`config.mk`:
```
export PLATFORM = sky130hd
export DESIGN_NAME = div6x3_seq
export DESIGN_NICKNAME = d
export VERILOG_FILES = /design/src/rtl/div6x3_seq.sv
export SDC_FILE = /design/constraint.sdc
export NUM_CORES = 1
export LEC_CHECK = 0
export ABC_AREA = 1
export BUFFER_PORTS_ARGS = -buffer_cell sky130_fd_sc_hd__buf_2
export CELL_PAD_IN_SITES_DETAIL_PLACEMENT = 1
export CELL_PAD_IN_SITES_GLOBAL_PLACEMENT = 1
export CORE_UTILIZATION = 39
export DETAILED_ROUTE_END_ITERATION = 12
export PLACE_DENSITY = 0.84
export RECOVER_POWER = 100
export SETUP_SLACK_MARGIN = 0.15
export SLEW_MARGIN = 10
export SYNTH_ARGS = -nofsm -noshare
export SYNTH_HDL_FRONTEND = slang
export SYNTH_SLANG_ARGS = --single-unit
```
`constraint.sdc`:
```
create_clock -name clk -period 2 [get_ports clk]
set_input_delay 0.1 -clock clk [delete_from_list [all_inputs] [get_ports clk]]
set_output_delay 0.1 -clock clk [all_outputs]
set_load 0.005 [all_outputs]
```
`src/rtl/div6x3_seq.sv`:
```
// Sequential restoring divider: one quotient bit per clock, MSB first, start/done handshake.
// Define DIV_SELFCHECK_EN to add a q*d+r == n consistency check driving the sticky err flag.
module div6x3_seq #(
  parameter int WIDTH_N = 6,
  parameter int WIDTH_D = 3
) (
  input  logic               clk,
  input  logic               rst,
  input  logic               start,
  input  logic [WIDTH_N-1:0] n,
  input  logic [WIDTH_D-1:0] d,
  output logic               busy,
  output logic               done,
  output logic [WIDTH_N-1:0] q,
  output logic [WIDTH_D-1:0] r,
  output logic               div0,
  output logic               err
);

  localparam int CNT_W = (WIDTH_N > 1) ? $clog2(WIDTH_N) : 1;

  typedef enum logic [1:0] {
    IDLE = 2'd0,
    RUN  = 2'd1,
    DONE = 2'd2
  } state_e;

  state_e             state_q, state_d;
  logic [CNT_W-1:0]   cnt_q, cnt_d;
  logic [WIDTH_N-1:0] nsh_q, nsh_d;
  logic [WIDTH_D-1:0] dv_q, dv_d;
  logic [WIDTH_D-1:0] rem_q, rem_d;
  logic [WIDTH_N-1:0] q_q, q_d;
  logic [WIDTH_D-1:0] r_q, r_d;
  logic               div0_q, div0_d;

  // The dividend shifts out of the top of nsh while quotient bits shift in at
  // the bottom, so after the last step nsh holds the whole quotient.
  logic [WIDTH_D:0]   rem_sh;
  logic               q_bit;
  logic [WIDTH_D-1:0] rem_nxt;
  logic [WIDTH_N-1:0] quo_nxt;

  always_comb begin
    rem_sh  = {rem_q, nsh_q[WIDTH_N-1]};
    q_bit   = (rem_sh >= {1'b0, dv_q});
    rem_nxt = q_bit ? WIDTH_D'(rem_sh - {1'b0, dv_q}) : rem_sh[WIDTH_D-1:0];
    quo_nxt = {nsh_q[WIDTH_N-2:0], q_bit};
  end

  always_comb begin
    state_d = state_q;
    cnt_d   = cnt_q;
    nsh_d   = nsh_q;
    dv_d    = dv_q;
    rem_d   = rem_q;
    q_d     = q_q;
    r_d     = r_q;
    div0_d  = div0_q;
    case (state_q)
      IDLE, DONE: begin
        state_d = IDLE;
        if (start) begin
          nsh_d = n;
          dv_d  = d;
          cnt_d = CNT_W'(WIDTH_N - 1);
          rem_d = '0;
          // A zero divisor skips the iterations and reports immediately.
          if (d == '0) begin
            state_d = DONE;
            q_d     = '1;
            r_d     = '0;
            div0_d  = 1'b1;
          end else begin
            state_d = RUN;
          end
        end
      end
      RUN: begin
        nsh_d = quo_nxt;
        rem_d = rem_nxt;
        if (cnt_q == '0) begin
          state_d = DONE;
          q_d     = quo_nxt;
          r_d     = rem_nxt;
          div0_d  = 1'b0;
        end else begin
          cnt_d = cnt_q - CNT_W'(1);
        end
      end
      default: state_d = IDLE;
    endcase
  end

  always_ff @(posedge clk) begin
    if (rst) begin
      state_q <= IDLE;
      cnt_q   <= '0;
      nsh_q   <= '0;
      dv_q    <= '0;
      rem_q   <= '0;
      q_q     <= '0;
      r_q     <= '0;
      div0_q  <= 1'b0;
    end else begin
      state_q <= state_d;
      cnt_q   <= cnt_d;
      nsh_q   <= nsh_d;
      dv_q    <= dv_d;
      rem_q   <= rem_d;
      q_q     <= q_d;
      r_q     <= r_d;
      div0_q  <= div0_d;
    end
  end

  assign busy = (state_q == RUN);
  assign done = (state_q == DONE);
  assign q    = q_q;
  assign r    = r_q;
  assign div0 = div0_q;

`ifdef DIV_SELFCHECK_EN
  localparam int PW = WIDTH_N + WIDTH_D;

  logic [WIDTH_N-1:0] n_orig_q, n_orig_d;
  logic [PW-1:0]      chk_sum;
  logic               mismatch;
  logic               err_q, err_d;

  // The original dividend is kept because nsh is consumed by the iterations.
  always_comb begin
    n_orig_d = n_orig_q;
    if (start && (state_q != RUN)) begin
      n_orig_d = n;
    end
    chk_sum  = PW'(quo_nxt) * PW'(dv_q) + PW'(rem_nxt);
    mismatch = (chk_sum != PW'(n_orig_q)) || (rem_nxt >= dv_q);
    err_d    = err_q;
    if ((state_q == RUN) && (cnt_q == '0) && mismatch) begin
      err_d = 1'b1;
    end
  end

  always_ff @(posedge clk) begin
    if (rst) begin
      n_orig_q <= '0;
      err_q    <= 1'b0;
    end else begin
      n_orig_q <= n_orig_d;
      err_q    <= err_d;
    end
  end

  assign err = err_q;
`else
  assign err = 1'b0;
`endif

endmodule

```
==> results of run 1 <==
==> worst reg2reg max path: stages, from the launching register on <==
cell	delay, ps
dfxtp_1	360
inv_1	60
ha_1	200
fa_1	430
nand2_1	110
nand2_1	100
nand2_1	130
o21ai_0	120
nand2_1	100
nand2_1	60
inv_1	40
==> routing by layer <==
layer  global-route usage [%]  vias to the layer above  wire (um)
li1                         -                      564          -
met1                     22.2                      547       1430
met2                     36.0                       18       1620
met3                     3.49                        4         80
met4                     8.31                        0         34
met5                        0                        -          0
==> sequential cells by signal, indices dropped and copies added (netlist names) <==
name,count
cnt_q,3
div0,1
dv_q,3
nsh_q,6
q,6
r,3
rem_q,3
state_q,2
==> cell type report <==
cell class                      count  area, um^2
Clock inverter                      1        7.51
Multi-Input combinational cell    106         609
Tap cell                           44        55.1
Sequential cell                    27         541
Clock buffer                        3        22.5
Inverter                           25        93.8
Fill cell                         413        1660
Timing Repair Buffer               24         116
==> through the flow <==
step	setup WS [ps]	std cells	total power, W	util [%]
floorplan	514	162	0.000886	-
global placement	418	225	0.000959	46.0
detailed placement	258	225	0.000986	46.0
CTS	233	230	0.00124	47.3
global route	108	230	0.00130	46.6
finish	241	230	0.00122	46.6
==> worst max-delay path by stage <==
stage,depth (start not counted),slack (ps),from,to
finish,10,240,nsh_q[5]$_SDFFE_PP0P_,q[0]$_SDFFE_PP0P_
global route,10,110,nsh_q[5]$_SDFFE_PP0P_,q[0]$_SDFFE_PP0P_
CTS,10,230,nsh_q[5]$_SDFFE_PP0P_,q[0]$_SDFFE_PP0P_
detailed placement,10,260,nsh_q[5]$_SDFFE_PP0P_,q[0]$_SDFFE_PP0P_
global placement,9,420,nsh_q[5]$_SDFFE_PP0P_,r[1]$_SDFFE_PP0P_
floorplan,9,510,nsh_q[5]$_SDFFE_PP0P_,r[0]$_SDFFE_PP0P_
==> cell usage in the layout (no fill, tap or decap), types with 2 or more instances in the layout <==
cell | Yosys | layout
a21oi_1 | 8 | 10
a22oi_1 | 4 | 4
buf_2 | 2 | 16
clkbuf_1 | 0 | 7
clkbuf_4 | 0 | 3
dfxtp_1 | 27 | 27
ha_1 | 5 | 5
inv_1 | 23 | 25
nand2_1 | 29 | 30
nand2_4 | 4 | 3
nand3_1 | 8 | 8
nor2_1 | 17 | 17
nor3_1 | 2 | 2
o21ai_0 | 12 | 12
o22ai_1 | 5 | 5
==> power by group through the flow <==
stage / Clock [W] / Combinational, W / Sequential, W
after floorplan: 0 / 0.000243 / 0.000643
after global routing: 0.000281 / 0.000371 / 0.000644
after CTS: 0.000264 / 0.000341 / 0.000639
after detailed placement: 0 / 0.000336 / 0.000649
after global placement: 0 / 0.000314 / 0.000645
final: 0.000252 / 0.000327 / 0.000637
==> logic make-up after synthesis <==
logic type / count (synthesis) / share of synthesized area (%)
AND/OR/NAND/NOR: 66 / 26.6
AO/OA/AOI/OAI: 32 / 14.3
other: 1 / 0.290
XOR/XNOR: 1 / 0.678
buffers and inverters: 29 / 9.79
adder cells (fa/ha/maj): 6 / 6.40
flip-flops: 27 / 41.9
==> Yosys cell counts, drive strengths merged <==
cell type  number  area [um^2]
nor2           18         83.8
and2            1         6.26
nor3            2         10.0
a21oi          10         57.6
inv            25         93.8
nand2          34          174
conb            1         3.75
xor2            1         8.76
a31oi           1         6.26
nand4           1         6.26
a22oi           4         30.0
or2             1         6.26
dfxtp          27          541
nand3           9         57.6
ha              5         62.6
fa              1         20.0
buf             4         32.5
o21ai          12         60.1
o22ai           5         31.3
==> timing repair <==
action                                 in CTS  in global routing
setup endpoints to repair                   0                  6
gates resized for setup                     0                  2
hold buffers                                1                  0
endpoints found under the hold margin       1                  0
==> impl_results.rst, run 1 <==
.. list-table::
   :header-rows: 1

   * - Metric
     - Value
   * - Portion of the post-synthesis area used by sequential elements
     - 41.9%
   * - Layout Nets
     - 205
   * - Status
     - completed
   * - Gate family responsible for the most delay along the worst path
     - adder cells
   * - Power density cells
     - 842 nW/um^2
   * - Placeable core region
     - 3100 um^2
   * - Endpoint of the worst-slack reg-to-reg timing path
     - q[0]$_SDFFE_PP0P_
   * - Pin count of the biggest net entering global routing
     - 18
   * - Diodes inserted
     - 0
   * - Via count of the routed design
     - 1133
   * - Crit Reg-Reg Startpoint
     - nsh_q[5]$_SDFFE_PP0P_
   * - Worst Path Arrival
     - 2060 ps
   * - Slew Limit Fails
     - 0
   * - Via count of the first global-routing pass
     - 1246
   * - Ordered cell list for the critical path
     - inv_1 -> ha_1 -> fa_1 -> nand2_1 -> nand2_1 -> nand2_1 -> o21ai_0 -> nand2_1 -> nand2_1 -> inv_1
   * - Layout-stage area growth over the synthesis result
     - 11.9%
   * - Hold worst-path end
     - nsh_q[4]$_SDFFE_PP0P_
   * - Sw Pwr
     - 0.000421 W
   * - Crit path required time
     - 2300 ps
   * - Biggest fanout along the worst timing path
     - 4
   * - Number of warning messages in the yosys log
     - 0
   * - Count of max-cap constraint violations
     - 0
   * - Io pins
     - 25
   * - Clk sink count
     - 27
   * - Share of total power in sequential cells
     - 52.4%
   * - Grt total ovfl
     - 0
   * - Master of the slowest instance on the critical path
     - fa_1
   * - Mean Syn Cell Area
     - 7.97 um^2
   * - Sort of element at the start of the critical path
     - flop
   * - Starting Density
     - 41.6%
   * - TritonCTS buffer count
     - 3
   * - Leakage dissipation
     - 0.687 nW
   * - Post-Syn Instances
     - 162
   * - Clock tree from TritonCTS
     - yes
   * - Global-route wire length before repair
     - 5.24 mm
   * - Crit path largest cell delay
     - 430 ps
   * - Placed cell area
     - 1430 um^2
   * - Number of buffers on the longest clock path
     - 2
   * - Clock power frac
     - 20.7%
   * - Startpoint of the tightest hold check path
     - n[4]
   * - Routed WL per cell
     - 13.8 um
   * - Critical path's most frequent cell
     - nand2_1
   * - Period utilization
     - 88.0%
   * - Proportion of layout cells with a drive suffix above 1
     - 14.5%
   * - Count of standard-cell rows
     - 20
   * - WP buf/inv
     - 2
   * - Peak clock frequency supported by timing
     - 0.568 GHz
   * - Hold Worst Slack
     - 14.6 ps
   * - Setup repair after global routing missed its margin
     - no
   * - Register-to-Register Setup Slack
     - 240 ps
   * - Type of the worst min-delay path
     - primary input to flop
   * - Switching power as a share of total power
     - 34.6%
   * - Cell area after layout
     - 1450 um^2
   * - Total internal power
     - 0.000795 W
   * - Number of violations reported at the end of detailed-routing iteration 0
     - 20
   * - Synthesized Nets
     - 180
   * - Global placement routability congestion
     - 0.825
   * - X dimension of the die
     - 59.5 um
   * - Category of the most critical setup path
     - flop to flop
   * - Final number of hold-violating endpoints
     - 0
   * - Cells on Worst Hold Path
     - 3
   * - Number of vias per cell after detailed routing
     - 4.93
   * - Total iterations of the first detailed-routing run
     - 4
   * - Routed Antenna Nets
     - 0
   * - Final Setup Violations
     - 0
   * - Total global-route track usage
     - 19.7%
   * - Final wirelength
     - 3.17 mm
   * - Count of buffers from port buffering
     - 23
   * - Clock latency on the worst-skew pair
     - 330 ps
   * - Number of remaining DRC errors
     - 0
   * - Worst ir drop on vdd
     - 0.000410 V
   * - Syn Std Cell Area
     - 1290 um^2
   * - Post-CTS setup-driven buffer insertion count
     - 0
   * - Final worst clock skew
     - 9.55 ps
   * - Register bit total from synthesis
     - 27
   * - Die area
     - 3550 um^2
   * - Number of H-tree levels
     - 1
   * - Summed negative setup slack over all endpoints
     - 0 ps
   * - Number of distinct library cells after synthesis
     - 27
   * - Clock-pin slew on the worst setup and hold paths
     - 160 ps
   * - Relative contribution of combinational cells to total power
     - 26.9%
   * - Worst r2r path cells
     - 10
   * - Post-detailed-placement half-perimeter wirelength
     - 2.37 mm
   * - Initial antenna violation count
     - 0
   * - Shortest clock period the worst path allows after layout
     - 1760 ps
   * - Critical path capture point type
     - flop
   * - DIE HEIGHT
     - 59.5 um
   * - Clock root buffer
     - clkbuf_4
(Power assumes the default switching activity.)
==> run 2: changes to the inputs <==
Settings changed: ABC_AREA 1 to unset, CORE_ASPECT_RATIO set to 0.5, CORE_UTILIZATION 39 to 40, PLACE_DENSITY 0.84 to 0.85.
==> impl_results.rst, run 2 <==
.. list-table::
   :header-rows: 1

   * - Metric
     - Value
   * - Routed WL per cell
     - 16.2 um (+17%)
   * - Setup repair after global routing missed its margin
     - no
   * - Proportion of layout cells with a drive suffix above 1
     - 23.3% (+8.7 points)
   * - Area leader, netlist
     - dfxtp_1
   * - Sort of element at the start of the critical path
     - flop
   * - Portion of the post-synthesis area used by sequential elements
     - 41.8% (about the same)
   * - Via count of the routed design
     - 1173 (+3.5%)
   * - Total iterations of the first detailed-routing run
     - 4 (unchanged)
   * - Category of the most critical setup path
     - flop to flop
   * - Source of the critical timing path
     - nsh_q[5]$_SDFFE_PP0P_
   * - Utilization after layout
     - 49.1% (+2.5 points)
   * - Synthesized Nets
     - 168 (-6.7%)
   * - Worst ir drop on vdd
     - 0.000288 V (-30%)
   * - Global placement routability congestion
     - 0.788 (-4.5%)
   * - Period utilization
     - 89.0% (+1.0 points)
   * - Shortest clock period the worst path allows after layout
     - 1780 ps (+20.7 ps)
   * - Placeable core region
     - 3030 um^2 (-2.3%)
   * - Multi-input combinational cell area
     - 691 um^2 (+13%)
   * - Layout Nets
     - 191 (-6.8%)
   * - Crit Reg-Reg Startpoint
     - nsh_q[5]$_SDFFE_PP0P_
   * - Grt total ovfl
     - 0 (unchanged)
   * - Top cells by count, synth
     - dfxtp_1, nand2_1, nor2_1
   * - Io pins
     - 25 (unchanged)
   * - Dominant cell by count in the synthesized netlist
     - dfxtp_1
   * - Fraction of post-synthesis cell area in the top cell type by area
     - 41.8% (about the same)
   * - Final wirelength
     - 3.43 mm (+8.0%)
   * - Number of buffers on the longest clock path
     - 2 (unchanged)
   * - Fill cell total of the finished layout
     - 372 (-9.9%)
   * - Endpoint of the worst-slack reg-to-reg timing path
     - r[1]$_SDFFE_PP0P_
   * - Slew Limit Fails
     - 0 (unchanged)
   * - Critical Path End
     - r[1]$_SDFFE_PP0P_
   * - Via count of the first global-routing pass
     - 1198 (-3.9%)
   * - Starting Density
     - 42.7% (+1.0 points)
   * - Leakage dissipation
     - 0.603 nW (-12%)
   * - Summed negative setup slack over all endpoints
     - 0 ps (unchanged)
   * - Die area
     - 3480 um^2 (-1.9%)
   * - Final worst clock skew
     - 5.62 ps (-3.93 ps)
   * - Critical path capture point type
     - flop
   * - Register bit total from synthesis
     - 27 (unchanged)
   * - # hold bufs at CTS
     - 0 (-1)
   * - Pin count of the biggest net entering global routing
     - 21 (+3)
   * - Number of violations reported at the end of detailed-routing iteration 0
     - 33 (+65%)
   * - Number of remaining DRC errors
     - 0 (unchanged)
   * - Crit path required time
     - 2150 ps (-150 ps)
   * - Post-CTS setup-driven buffer insertion count
     - 0 (unchanged)
   * - Most used flip-flop cell after synthesis
     - dfxtp_1
   * - Register Area
     - 542 um^2 (+0.23%)
   * - Number of vias per cell after detailed routing
     - 5.53 (+12%)
   * - Worst r2r path cells
     - 7 (-3)
   * - Clock-pin slew on the worst setup and hold paths
     - 90 ps (-70 ps)
   * - Count of max-cap constraint violations
     - 0 (unchanged)
   * - Clock latency on the worst-skew pair
     - 280 ps (-50 ps)
   * - DIE HEIGHT
     - 42.2 um (-29%)
   * - Peak clock frequency supported by timing
     - 0.562 GHz (-1.2%)
   * - Clk sink count
     - 27 (unchanged)
   * - Global-route wire length before repair
     - 5.35 mm (+2.0%)
   * - Pre-CTS setup slack
     - 116 ps (-142 ps)
   * - Number of H-tree levels
     - 1 (unchanged)
   * - Total global-route track usage
     - 20.2% (+0.51 points)
   * - Post-detailed-placement half-perimeter wirelength
     - 2.25 mm (-5.1%)
   * - Worst rel slew slack
     - 56.4%
   * - Count of standard-cell rows
     - 14 (-30%)
   * - Clock tree from TritonCTS
     - yes
   * - Count of buffers from port buffering
     - 23 (unchanged)
   * - Tightest Pin Transition
     - 654 ps
   * - Post-Syn Instances
     - 150 (-7.4%)
   * - Initial antenna violation count
     - 0 (unchanged)
   * - Most common cell after layout, fill and taps aside
     - dfxtp_1
   * - Biggest fanout along the worst timing path
     - 4 (unchanged)
   * - Number of distinct library cells after synthesis
     - 38 (+41%)
   * - Commonest cells after routing, fill and taps aside
     - dfxtp_1, nand2_1, nor2_1, buf_2, a21oi_1
   * - Routed Antenna Nets
     - 0 (unchanged)
   * - Register-to-Register Setup Slack
     - 220 ps (-20 ps)
   * - Syn Std Cell Area
     - 1290 um^2 (about the same)
   * - Final WS setup
     - 220 ps (-20.7 ps)
   * - Clock root buffer
     - clkbuf_8
   * - Type of the worst min-delay path
     - primary input to flop
   * - Fraction of registers with async set or reset after synthesis
     - 0% (unchanged)
   * - X dimension of the die
     - 82.4 um (+38%)
   * - TritonCTS buffer count
     - 3 (unchanged)
   * - Layout-stage area growth over the synthesis result
     - 15.1%
   * - Worst Path Arrival
     - 1930 ps (-130 ps)
   * - Status
     - completed
   * - Mean Syn Cell Area
     - 8.62 um^2 (+8.1%)
   * - Main area contributors after synthesis
     - dfxtp_1, nand2_1, nor2_1, ha_1, nor3_2
   * - Diodes inserted
     - 0 (unchanged)
   * - Startpoint of the tightest hold check path
     - d[2]
   * - Final number of hold-violating endpoints
     - 0 (unchanged)
   * - Final Setup Violations
     - 0 (unchanged)
   * - Number of warning messages in the yosys log
     - 0 (unchanged)
   * - Power density cells
     - 820 nW/um^2 (-2.5%)
   * - Number of flops mapped to enable cells by yosys
     - 0 (unchanged)
[run 2: through the flow]
step	instances	hold slack (ps)	cell area (um^2)	total power (W)
floorplan	150	236	1290	0.000813
global placement	208	358	1440	0.000881
detailed placement	208	367	1440	0.000893
CTS	212	66.1	1500	0.00122
global route	212	83.1	1490	0.00128
finish	212	65.1	1490	0.00122
[run 2: worst min-delay path by stage]
stage                                      end  depth (start not counted)
after global routing      dv_q[2]$_SDFFE_PP0P_                          3
after CTS                 dv_q[2]$_SDFFE_PP0P_                          3
after detailed placement  dv_q[2]$_SDFFE_PP0P_                          3
final                     dv_q[2]$_SDFFE_PP0P_                          3
after global placement    dv_q[2]$_SDFFE_PP0P_                          3
after floorplan           dv_q[2]$_SDFFE_PP0P_                          2
[run 2: cells by family (layout without fill, tap and decap cells)]
family | after synthesis | after routing | share of synthesized area (%)
AO/OA/AOI/OAI | 27 | 27 | 14.7
buffers and inverters | 16 | 38 | 5.42
adder cells (fa/ha/maj) | 6 | 6 | 6.39
multiplexers | 2 | 2 | 1.55
flip-flops | 27 | 27 | 41.8
other | 1 | 1 | 0.290
AND/OR/NAND/NOR | 71 | 71 | 29.8
[run 2: report_power, final]
group | switching [W] | internal (W)
Sequential | 0.0000345 | 0.000583
Combinational | 0.000162 | 0.000117
Clock | 0.000182 | 0.000142
Total | 0.000378 | 0.000842
[run 2: final cells by class]
type                    instances  area share [%]
clock buffers                   3            2.78
clock inverters                 1           0.505
inverters                       8            2.02
multi-input cells             107            46.4
flip-flops and latches         27            36.4
well taps                      40            3.36
repair buffers                 26            8.49
[run 2: metal layers]
metal / vias up / wire length [um] / GRT usage [%]
met1: 581 / 1510 / 24.9
met2: 28 / 1720 / 36.7
li1: 560 / - / -
met3: 4 / 145 / 3.91
met5: - / 0 / 0
met4: 0 / 48 / 3.16
[run 2: critical path, stage by stage, from the launching register on]
cell,delay [ps]
dfxtp_2,370
inv_2,50
ha_4,150
fa_2,380
nand2b_4,160
nand3b_1,160
mux2i_2,280
o32ai_1,100
[run 2: what timing repair did]
action / in CTS / in global routing
endpoints found under the setup margin: 1 / 4
resized for setup: 2 / 6
pin swaps: 0 / 3
